===== src/rtl/spi_flash_responder.sv =====
// spi_flash_responder
//   SPI mode-0 serial-flash target that sits on a parallel byte-wide backing
//   store. Every SPI pin is synchronized into ifclk and sclk edges are found
//   on the synchronized copy. Supported opcodes: WREN (06), WRDI (04),
//   RDSR (05), RDID (9F), READ (03), PAGE PROGRAM (02).
//   Optional build macro SPI_FLASH_RESP_FAST_READ_EN adds FAST READ (0B):
//   3 address bytes, 8 dummy clocks, then read data.
//
// Ports
//   ifclk, resetb      system clock, asynchronous active-low reset
//   sclk, csb, mosi    SPI inputs (asynchronous to ifclk)
//   miso, miso_oe      SPI output and its tristate enable (1 = drive)
//   wel                write-enable latch (status bit 1)
//   mem_addr           backing-store byte address
//   mem_rd, mem_rdata  one-cycle read strobe; data valid the following cycle
//   mem_wr, mem_wdata  one-cycle write strobe with its data
module spi_flash_responder #(
  parameter logic [23:0] JEDEC_ID = 24'h20BA19,
  parameter int          ADDR_W   = 24
) (
  input  logic              ifclk,
  input  logic              resetb,
  input  logic              sclk,
  input  logic              csb,
  input  logic              mosi,
  output logic              miso,
  output logic              miso_oe,
  output logic              wel,
  output logic [ADDR_W-1:0] mem_addr,
  output logic              mem_rd,
  input  logic [7:0]        mem_rdata,
  output logic              mem_wr,
  output logic [7:0]        mem_wdata
);

  typedef enum logic [2:0] {
    S_IDLE   = 3'd0,
    S_CMD    = 3'd1,
    S_ADDR   = 3'd2,
    S_DOUT   = 3'd3,
    S_DIN    = 3'd4,
`ifdef SPI_FLASH_RESP_FAST_READ_EN
    S_DUMMY  = 3'd6,
`endif
    S_IGNORE = 3'd5
  } state_t;

  state_t            state_q, state_d;
  logic [1:0]        sclk_sync_q, sclk_sync_d;
  logic [1:0]        csb_sync_q, csb_sync_d;
  logic [1:0]        mosi_sync_q, mosi_sync_d;
  logic              sclk_prev_q, sclk_prev_d;
  logic              csb_prev_q, csb_prev_d;
  logic [2:0]        bit_cnt_q, bit_cnt_d;
  logic [2:0]        byte_cnt_q, byte_cnt_d;   // complete bytes this transaction, saturating
  logic [1:0]        id_idx_q, id_idx_d;
  logic [7:0]        rx_q, rx_d;
  logic [7:0]        tx_q, tx_d;
  logic [7:0]        op_q, op_d;
  logic [ADDR_W-1:0] addr_q, addr_d;
  logic              ld_q, ld_d;               // mem_rdata is valid this cycle
  logic              inc_q, inc_d;             // post-write in-page address increment
  logic              miso_q, miso_d;
  logic              miso_oe_q, miso_oe_d;
  logic              wel_q, wel_d;
  logic              mem_rd_q, mem_rd_d;
  logic              mem_wr_q, mem_wr_d;
  logic [7:0]        mem_wdata_q, mem_wdata_d;

  logic       sclk_rise, sclk_fall, csb_rise, csb_fall, byte_done;
  logic [7:0] rx_byte;

  assign sclk_rise = sclk_sync_q[1] & ~sclk_prev_q;
  assign sclk_fall = ~sclk_sync_q[1] & sclk_prev_q;
  assign csb_rise  = csb_sync_q[1] & ~csb_prev_q;
  assign csb_fall  = ~csb_sync_q[1] & csb_prev_q;
  assign rx_byte   = {rx_q[6:0], mosi_sync_q[1]};
  assign byte_done = sclk_rise && (state_q != S_IDLE) && (bit_cnt_q == 3'd7);

  always_comb begin
    state_d     = state_q;
    sclk_sync_d = {sclk_sync_q[0], sclk};
    csb_sync_d  = {csb_sync_q[0], csb};
    mosi_sync_d = {mosi_sync_q[0], mosi};
    sclk_prev_d = sclk_sync_q[1];
    csb_prev_d  = csb_sync_q[1];
    bit_cnt_d   = bit_cnt_q;
    byte_cnt_d  = byte_cnt_q;
    id_idx_d    = id_idx_q;
    rx_d        = rx_q;
    tx_d        = tx_q;
    op_d        = op_q;
    addr_d      = addr_q;
    ld_d        = mem_rd_q;
    inc_d       = 1'b0;
    miso_d      = miso_q;
    miso_oe_d   = 1'b0;
    wel_d       = wel_q;
    mem_rd_d    = 1'b0;
    mem_wr_d    = 1'b0;
    mem_wdata_d = mem_wdata_q;

    if (ld_q) tx_d = mem_rdata;
    if (inc_q) addr_d = {addr_q[ADDR_W-1:8], addr_q[7:0] + 8'd1};

    if (sclk_rise && state_q != S_IDLE) begin
      rx_d      = rx_byte;
      bit_cnt_d = bit_cnt_q + 3'd1;
    end
    if (byte_done && byte_cnt_q != 3'd7) byte_cnt_d = byte_cnt_q + 3'd1;

    // Shift the outgoing byte on sclk fall so the controller samples it on the next rise.
    if (sclk_fall && state_q == S_DOUT) begin
      miso_d = tx_q[7];
      tx_d   = {tx_q[6:0], 1'b0};
    end

    if (byte_done) begin
      case (state_q)
        S_CMD: begin
          op_d = rx_byte;
          case (rx_byte)
            8'h06: begin wel_d = 1'b1; state_d = S_IGNORE; end
            8'h04: begin wel_d = 1'b0; state_d = S_IGNORE; end
            8'h05: begin tx_d = {6'b0, wel_q, 1'b0}; state_d = S_DOUT; end
            8'h9F: begin tx_d = JEDEC_ID[23:16]; id_idx_d = 2'd1; state_d = S_DOUT; end
            8'h03, 8'h02: state_d = S_ADDR;
`ifdef SPI_FLASH_RESP_FAST_READ_EN
            8'h0B: state_d = S_ADDR;
`endif
            default: state_d = S_IGNORE;
          endcase
        end
        S_ADDR: begin
          addr_d = {addr_q[ADDR_W-9:0], rx_byte};
          // Opcode is byte 1, so the third address byte completes with three bytes already counted.
          if (byte_cnt_q == 3'd3) begin
            case (op_q)
              8'h03: begin mem_rd_d = 1'b1; state_d = S_DOUT; end
`ifdef SPI_FLASH_RESP_FAST_READ_EN
              8'h0B: begin mem_rd_d = 1'b1; state_d = S_DUMMY; end
`endif
              default: state_d = S_DIN;
            endcase
          end
        end
        S_DOUT: begin
          if (op_q == 8'h05) begin
            tx_d = {6'b0, wel_q, 1'b0};
          end else if (op_q == 8'h9F) begin
            case (id_idx_q)
              2'd1:    tx_d = JEDEC_ID[15:8];
              2'd2:    tx_d = JEDEC_ID[7:0];
              default: tx_d = 8'h00;
            endcase
            if (id_idx_q != 2'd3) id_idx_d = id_idx_q + 2'd1;
          end else begin
            addr_d   = addr_q + 1'b1;
            mem_rd_d = 1'b1;
          end
        end
        S_DIN: begin
          // Strobe with the current address; the in-page increment lands the cycle after.
          if (wel_q) begin
            mem_wr_d    = 1'b1;
            mem_wdata_d = rx_byte;
          end
          inc_d = 1'b1;
        end
`ifdef SPI_FLASH_RESP_FAST_READ_EN
        S_DUMMY: state_d = S_DOUT;
`endif
        default: ;
      endcase
    end

    // Rise is handled before fall so a simultaneous report ends one transaction and starts the next.
    if (csb_rise) begin
      if (op_q == 8'h02 && byte_cnt_q >= 3'd4) wel_d = 1'b0;
      state_d = S_IDLE;
    end
    if (csb_fall) begin
      state_d    = S_CMD;
      bit_cnt_d  = 3'd0;
      byte_cnt_d = 3'd0;
      id_idx_d   = 2'd0;
      op_d       = 8'h00;
    end

`ifdef SPI_FLASH_RESP_FAST_READ_EN
    miso_oe_d = (state_d == S_DOUT) || (state_d == S_DUMMY);
    if (state_d == S_DUMMY) miso_d = 1'b0;
`else
    miso_oe_d = (state_d == S_DOUT);
`endif
    if (!miso_oe_d) miso_d = 1'b0;
  end

  always_ff @(posedge ifclk or negedge resetb) begin
    if (!resetb) begin
      state_q     <= S_IDLE;
      sclk_sync_q <= 2'b00;
      csb_sync_q  <= 2'b11;
      mosi_sync_q <= 2'b00;
      sclk_prev_q <= 1'b0;
      csb_prev_q  <= 1'b1;
      bit_cnt_q   <= 3'd0;
      byte_cnt_q  <= 3'd0;
      id_idx_q    <= 2'd0;
      rx_q        <= 8'h00;
      tx_q        <= 8'h00;
      op_q        <= 8'h00;
      addr_q      <= '0;
      ld_q        <= 1'b0;
      inc_q       <= 1'b0;
      miso_q      <= 1'b0;
      miso_oe_q   <= 1'b0;
      wel_q       <= 1'b0;
      mem_rd_q    <= 1'b0;
      mem_wr_q    <= 1'b0;
      mem_wdata_q <= 8'h00;
    end else begin
      state_q     <= state_d;
      sclk_sync_q <= sclk_sync_d;
      csb_sync_q  <= csb_sync_d;
      mosi_sync_q <= mosi_sync_d;
      sclk_prev_q <= sclk_prev_d;
      csb_prev_q  <= csb_prev_d;
      bit_cnt_q   <= bit_cnt_d;
      byte_cnt_q  <= byte_cnt_d;
      id_idx_q    <= id_idx_d;
      rx_q        <= rx_d;
      tx_q        <= tx_d;
      op_q        <= op_d;
      addr_q      <= addr_d;
      ld_q        <= ld_d;
      inc_q       <= inc_d;
      miso_q      <= miso_d;
      miso_oe_q   <= miso_oe_d;
      wel_q       <= wel_d;
      mem_rd_q    <= mem_rd_d;
      mem_wr_q    <= mem_wr_d;
      mem_wdata_q <= mem_wdata_d;
    end
  end

  assign miso      = miso_q;
  assign miso_oe   = miso_oe_q;
  assign wel       = wel_q;
  assign mem_addr  = addr_q;
  assign mem_rd    = mem_rd_q;
  assign mem_wr    = mem_wr_q;
  assign mem_wdata = mem_wdata_q;

endmodule

===== config.mk =====
export PLATFORM = sky130hd
export DESIGN_NAME = spi_flash_responder
export DESIGN_NICKNAME = d
export VERILOG_FILES = /design/src/rtl/spi_flash_responder.sv
export SDC_FILE = /design/constraint.sdc
export NUM_CORES = 1
export LEC_CHECK = 0
export CAP_MARGIN = 40
export CORE_MARGIN = 10
export CORE_UTILIZATION = 50
export DETAILED_ROUTE_END_ITERATION = 10
export DONT_BUFFER_PORTS = 1
export SLEW_MARGIN = 20
export SYNTH_ARGS = -nofsm -noshare
export SYNTH_HDL_FRONTEND = slang
export SYNTH_SLANG_ARGS = --single-unit
export TNS_END_PERCENT = 1

===== constraint.sdc =====
create_clock -name ifclk -period 4.4 [get_ports ifclk]
set_input_delay 0.66 -clock ifclk [delete_from_list [all_inputs] [get_ports ifclk]]
set_output_delay 0.66 -clock ifclk [all_outputs]
set_load 0.05 [all_outputs]

**Yosys cells after proc, flatten, opt, wreduce, memory -nomap -nowiden**

Index checks and enable logic that the tools add are counted.
W data, S select, Z words.

- Add/subtract/negate cells: 5
- Multipliers: 0
- Div/mod/pow operators: 0
- Magnitude comparators: 1
- Equality and inequality tests: 26
- Shifts and indexed selects: 0
- Multiplexer cells: 52
- Bitwise logic cells: 8
- Reductions and logical operators: 16

Operators by type and width:

| operator | count |
|---|---|
| $mux W24 | 3 |
| $mux W8 | 9 |
| $pmux W24 S2 | 1 |
| $pmux W8 S2 | 3 |
| $eq A8 B2 Y1 const B | 4 |
| $eq A8 B3 Y1 const B | 4 |
| $mux W3 | 9 |
| $add A24 B1 Y24 const B | 1 |
| $eq A8 B8 Y1 const B | 2 |
| $mux W1 | 16 |
| $eq A3 B2 Y1 const B | 4 |
| $mux W2 | 6 |
| $pmux W3 S2 | 2 |
| $ne A3 B3 Y1 const B | 3 |
| $add A8 B1 Y8 const B | 1 |
| $reduce_bool A2 Y1 | 4 |
| $add A3 B1 Y3 const B | 2 |
| $eq A3 B3 Y1 const B | 2 |
| $ne A3 B2 Y1 const B | 2 |
| $reduce_and A6 Y1 | 1 |
| $reduce_bool A3 Y1 | 2 |
| $logic_and A1 B1 Y1 | 5 |
| $and A1 B1 Y1 | 4 |
| $not A1 Y1 | 4 |
| 12 further kinds | 14 |

- Register bits after elaboration: 81
- Bits in latches: 0
- Bits in writable memories: 0
- Bits in read-only memories: 0
- Bits of input ports: 13
- Output and inout bits: 37
- Memories kept: 0

**Logic depth before layout (Yosys ltp)**

Gate-level depths: netlist (run 1).

- Depth in word-level cells: 9
- Gate-level depth with buffers: 9
- Depth with buffers taken out: 7

**Worst setup path before layout (run 1)**

No wires, ideal clock.

- Path type: reg2reg
- From: register addr_q[2] (netlist: mem_addr[2])
- To: register addr_q[23] (netlist: mem_addr[23])
- Library setup time: 132 ps
- Arrival time: 2413 ps
- Path slack: 1855 ps
- Cell stages (with the launch flop): 7
- Buffers on the path: 1
- Period minus slack after synthesis: 2545 ps
- Cells stage by stage: dfrtp_1 > buf_4 > nand3_2 > or4_4 > or4_4 > a211oi_1 > o22ai_1

- Cells in the longest elaborated chain, start to end: 5

Ends and longest elaborated chain:

| element | line | RTL |
|---|---|---|
| start: declaration | 60 | `logic [ADDR_W-1:0] addr_q, addr_d;` |
| start signal: assignment | 235 | `addr_q <= addr_d;` |
| $add A24 B1 Y24 | 158 | `addr_d = addr_q + 1'b1;` |
| $mux W24 | 150 | `end else if (op_q == 8'h9F) begin` |
| $mux W24 | 148 | `if (op_q == 8'h05) begin` |
| $pmux W24 S2 | 119 | `case (state_q)` |
| $mux W24 | 118 | `if (byte_done) begin` |

Every way passes these cells.
A chain may end at the register's enable or synchronous reset.

**Final worst setup path (run 1)**

Ends and elaborated chain as after synthesis.

==> impl_metrics.tcl, run 1 <==
set metrics [dict create \
    overflow 0 \
    die_h_um 114 \
    setup-tns-final_ps 0 \
    place.gp.congestion 0.905 \
    ios 50 \
    crit_path_cell_trace "nand3_2 > or4_4 > or4_4 > a211oi_1 > o22ai_1" \
    run_status "finished, final reports clean" \
    fill_cells 770 \
    routedWlPerCell_um 21.3 \
    start_util_pct 51.2 \
    ys_seq_elements 81 \
    async_flop_share_pct 100 \
    cts_buffer_depth 2 \
    row_count 34 \
    cts_tree "yes" \
    relSlewSlack_pct 46.1 \
    die_width_um 114 \
    critPathTopFamily "simple AND/OR/NAND/NOR gates" \
    grt_usage_pct 18.1 \
    rsz0062_at_grt "false" \
    setup_ws_ps 1610 \
    n_antenna_cell 0 \
    seq_area_sq_um 2030 \
    yosysSeqAreaShare_pct 45.5 \
    clock_latency_ps 360 \
    htreeDepth 3 \
    worstSetupPathType "register to register" \
    report.final.slew_viol_count 0 \
    post_dp_cell_area_sq_um 4510 \
    leakage_nw 1.95 \
    drt_iter0_drc 251 \
    cts.clk_slew.worst_paths_ps 90 \
    numCtsBuffers 9 \
    antenna_found_initial 0 \
    multiInputGateArea_sq_um 2230 \
    cts.sinks 81 \
    core-area_sq_um 8720 \
    fin_skew_ps 12.9 \
    hold_viol 0 \
    cpPeakStageDelay_ps 850 \
    cts-root-buf "clkbuf_8" \
    layout-drive-gt1-share_pct 12.9 \
    crit_buf_inv 0 \
    worst-path-max-fanout 9 \
    netlist_area_sq_um 4460 \
    grt_pass1_wl_um 19100 \
    cpMostUsedCell "or4_4" \
    final_area_sq_um 4800 \
    worst_hold_path_type "input pin to asynchronous set/reset pin" \
    power_density_nw_per_um2 338 \
    vias_per_cell 6.40 \
    synth_nets 471 \
    fmax_mhz 358 \
    stdcell_count 551 \
    synth_edf_count 0 \
    cp.required_ps 4640 \
    ant_nets 0 \
    vias 3527 \
    firstDrtPassIters 4 \
    setup_viol 0 \
    first_global_vias 3514 \
    synth_ff_type "dfrtp_1" \
    worst_slew_pin_slew_ps 808 \
    cts_hold_buf 1 \
    post-place-ws_ps 1610 \
    post-route-util_pct 55.1 \
    final_common_cell "dfrtp_1" \
    crit_path_end_kind "register" \
    routed_wl_um 11700 \
    finalWorstPathRequiredPeriod_ps 2790 \
    crit_path_top_delay_cell "dfrtp_1" \
    post_cts.repair.setup_buffers 0 \
    grt_max_degree 79 \
    drc 0 \
    syn_area_per_cell_sq_um 9.94 \
    areaGrowthSynthToFinish_pct 7.63 \
    final_cell_mix "dfrtp_1, nand2_1, nor2_1, mux2_2, mux2i_1" \
    final_nets 460 \
    syn_inst 449 \
    dp.final_hpwl_um 7960 \
    yosys_warnings 0 \
    ys_types 64 \
    crit_arrival_ps 3030 \
    die-area_sq_um 13100 \
    start_kind "register" \
    post_cts_resized 0 \
    drv_cap 0 \
    period_share_pct 63.4 \
    place_inst 532 \
    placement.io_buffers 0 \
    peakVddDrop_mv 0.253 \
]
-- worst paths after layout --
kind | startpoint | to | slack (ps) | cells after the start
setup / recovery | mem_addr[2]$_DFF_PN0_ | mem_addr[23]$_DFFE_PN0P_ | 1610 | 5
hold / removal | resetb | csb_sync_q[0]$_DFF_PN1_ | 150 | 0
setup reg to reg | mem_addr[2]$_DFF_PN0_ | mem_addr[23]$_DFFE_PN0P_ | 1610 | 5
hold reg to reg | mosi_sync_q[0]$_DFF_PN0_ | mosi_sync_q[1]$_DFF_PN0_ | 350 | 0
max in group asynchronous | resetb | rx_q[2]$_DFFE_PN0P_ | 3890 | 1
min in group ifclk | csb | csb_sync_q[0]$_DFF_PN1_ | 300 | 0
-- area by class of cell --
type,count,area share (%)
Clock inverter,6,2.40
Timing Repair Buffer,9,1.93
Sequential cell,81,42.3
Tap cell,108,2.81
Multi-Input combinational cell,319,46.5
Inverter,18,1.41
Clock buffer,10,2.66
-- state kept, by name (all words and copies together) (netlist names), 2 cells and up --
signal,cells
tx_q,8
mosi_sync_q,2
csb_sync_q,2
bit_cnt_q,3
byte_cnt_q,3
op_q,8
id_idx_q,2
state_q,3
mem_wdata,8
rx_q,7
mem_addr,24
sclk_sync_q,2
-- synth_stat cells (all sizes together) (11+ instances only) --
| cell type | instances | share of area (%) |
|---|---|---|
| mux2 | 20 | 5.0 |
| o211ai | 11 | 1.9 |
| a22oi | 12 | 2.0 |
| nor3 | 16 | 1.8 |
| nand2 | 40 | 3.4 |
| inv | 18 | 1.5 |
| dfrtp | 78 | 44 |
| clkbuf | 21 | 1.8 |
| nand4 | 11 | 1.9 |
| nand3 | 14 | 1.7 |
| mux2i | 19 | 4.3 |
| nor2 | 36 | 3.0 |
-- where the power goes --
part           leakage (nW)  switching [W]  internal [W]  total [W]
Combinational         0.778      0.0000496     0.0000473  0.0000969
Sequential             1.05      0.0000748      0.000780   0.000855
Clock                 0.117       0.000289      0.000380   0.000670
-- metal layers --
layer	GRT usage, %	routed length (um)	up-vias
li1	-	-	1657
met1	23.7	5210	1748
met2	27.6	5390	102
met3	6.03	912	20
met4	5.43	197	0
met5	0	0	-
-- logic make-up after synthesis --
kind of cell / after synthesis / synth area share (%)
buf+inv: 49 / 4.43
fa+ha+maj: 9 / 2.52
xor+xnor: 12 / 2.35
flops: 81 / 45.5
mux: 39 / 9.31
compound gates: 101 / 17.1
simple gates: 158 / 18.8
-- per-stage QoR --
stage,hold WS (ps),total power (W)
3_3_place_gp,332,0.000946
6_report,146,0.00162
3_5_place_dp,336,0.000951
4_1_cts,136,0.00164
2_1_floorplan,331,0.000911
5_1_grt,126,0.00168
-- worst reg2reg max path: stages, from the launching register on --
cell	delay [ps]
dfrtp_1	850
nand3_2	310
or4_4	610
or4_4	550
a211oi_1	240
o22ai_1	120
(Power assumes the default switching activity.)
==> run 2, diff against run 1 <==
==> constraint.sdc (replaced) <==
create_clock -name ifclk -period 2.8 [get_ports ifclk]
set_input_delay 0.42 -clock ifclk [delete_from_list [all_inputs] [get_ports ifclk]]
set_output_delay 0.42 -clock ifclk [all_outputs]
set_load 0.05 [all_outputs]
==> impl_metrics.tcl, run 2 (synthesis gave the netlist of run 1 again) <==
set metrics [dict create \
    htreeDepth 3 \
    die_width_um 114 \
    start_kind "register" \
    largest_reg_flops 24 \
    crit_path_cell_trace "nand3b_1 > a31oi_1 > nand2_2 > buf_4 > o31ai_1 > a22o_1" \
    report.final.slew_viol_count 0 \
    final_nets 487 \
    worst-path-max-fanout 13 \
    worstSetupPathType "register to register" \
    rsz0062_at_grt "false" \
    run_status "finished, final reports clean" \
    firstDrtPassIters 5 \
    grt_usage_pct 18.6 \
    finalWorstPathRequiredPeriod_ps 2560 \
    crit_buf_inv 1 \
    overflow 0 \
    leakage_nw 2.08 \
    row_count 34 \
    ios 50 \
    routed_wl_um 11900 \
    cts_buffer_depth 2 \
    crit_arrival_ps 2850 \
    ant_nets 0 \
    cp.required_ps 3090 \
    worst_hold_path_type "input pin to register" \
    post_cts.repair.setup_buffers 0 \
    routedWlPerCell_um 20.6 \
    cts-root-buf "clkbuf_8" \
    dp.final_hpwl_um 8370 \
    cts.clk_slew.worst_paths_ps 90 \
    cts_tree "yes" \
    fin_skew_ps 13.9 \
    clock_latency_ps 360 \
    setup-tns-final_ps 0 \
    fmax_mhz 391 \
    die-area_sq_um 13100 \
    final_cell_mix "dfrtp_1, nand2_1, nor2_1, buf_4, mux2_2" \
    drv_cap 0 \
    fill_cells 798 \
    cts.sinks 81 \
    crit_path_end_kind "register" \
    hold_viol 0 \
    n_antenna_cell 0 \
    period_share_pct 91.3 \
    vias_per_cell 6.32 \
    cpPeakStageDelay_ps 600 \
    peakVddDrop_mv 0.359 \
    post-route-util_pct 57.2 \
    antenna_found_initial 0 \
    cts_hold_buf 2 \
    start_util_pct 51.2 \
    power_density_nw_per_um2 503 \
    first_global_vias 3689 \
    layout-drive-gt1-share_pct 17.9 \
    drt_iter0_drc 345 \
    vias 3652 \
    numCtsBuffers 9 \
    areaGrowthSynthToFinish_pct 11.8 \
    grt_max_degree 82 \
    crit_path_top_delay_cell "dfrtp_1" \
    post_cts_resized 0 \
    die_h_um 114 \
    place.gp.congestion 0.879 \
    worst_slew_pin_slew_ps 666 \
    power.total_w 0.00251 \
    final_common_cell "dfrtp_1" \
    grt_pass1_wl_um 19800 \
    setup_viol 0 \
    critPathTopFamily "compound AO/OA/AOI/OAI gates" \
    core-area_sq_um 8720 \
    placement.io_buffers 0 \
    relSlewSlack_pct 55.2 \
    drc 0 \
]
[run 2: area by class of cell]
| type | instances | area [sq um] | share of cell area [%] |
|---|---|---|---|
| inverters | 18 | 67.6 | 1.35 |
| clock inverters | 7 | 101 | 2.03 |
| repair buffers | 36 | 297 | 5.94 |
| clock buffers | 9 | 124 | 2.48 |
| well taps | 108 | 135 | 2.71 |
| multi-input cells | 319 | 2230 | 44.8 |
| flip-flops and latches | 81 | 2030 | 40.7 |
[run 2: per-stage QoR]
step | setup slack (ps) | hold WS [ps] | instances | instance area (sq um)
after floorplan | 255 | 124 | 449 | 4460
after global placement | 344 | 127 | 559 | 4720
after detailed placement | 360 | 127 | 560 | 4730
after CTS | 320 | 41.8 | 578 | 4990
after global routing | 149 | 31.8 | 578 | 4990
final | 245 | 57.1 | 578 | 4990
[run 2: layer usage]
layer | up-vias | track usage [%] | routed length, um
met5 | - | 0 | 0
met4 | 0 | 6.18 | 200
li1 | 1697 | - | -
met2 | 122 | 28.3 | 5540
met1 | 1818 | 24.3 | 5140
met3 | 15 | 6.18 | 1000
[run 2: final timing paths]
path,startpoint,endpoint,slack [ps],cells after the start
min in group asynchronous,resetb,tx_q[6]$_DFF_PN0_,610,2
hold reg to reg,csb_sync_q[0]$_DFF_PN1_,csb_sync_q[1]$_DFF_PN1_,360,0
setup / recovery,state_q[1]$_DFF_PN0_,mem_addr[19]$_DFFE_PN0P_,240,6
setup reg to reg,state_q[1]$_DFF_PN0_,mem_addr[19]$_DFFE_PN0P_,240,6
max in group asynchronous,resetb,csb_sync_q[1]$_DFF_PN1_,1850,2
hold / removal,csb,csb_sync_q[0]$_DFF_PN1_,60,0
[run 2: where the power goes]
| part | total (W) | internal [W] | switching (W) |
|---|---|---|---|
| Sequential | 0.00132 | 0.00123 | 0.0000980 |
| Clock | 0.000989 | 0.000512 | 0.000478 |
| Combinational | 0.000195 | 0.0000872 | 0.000108 |
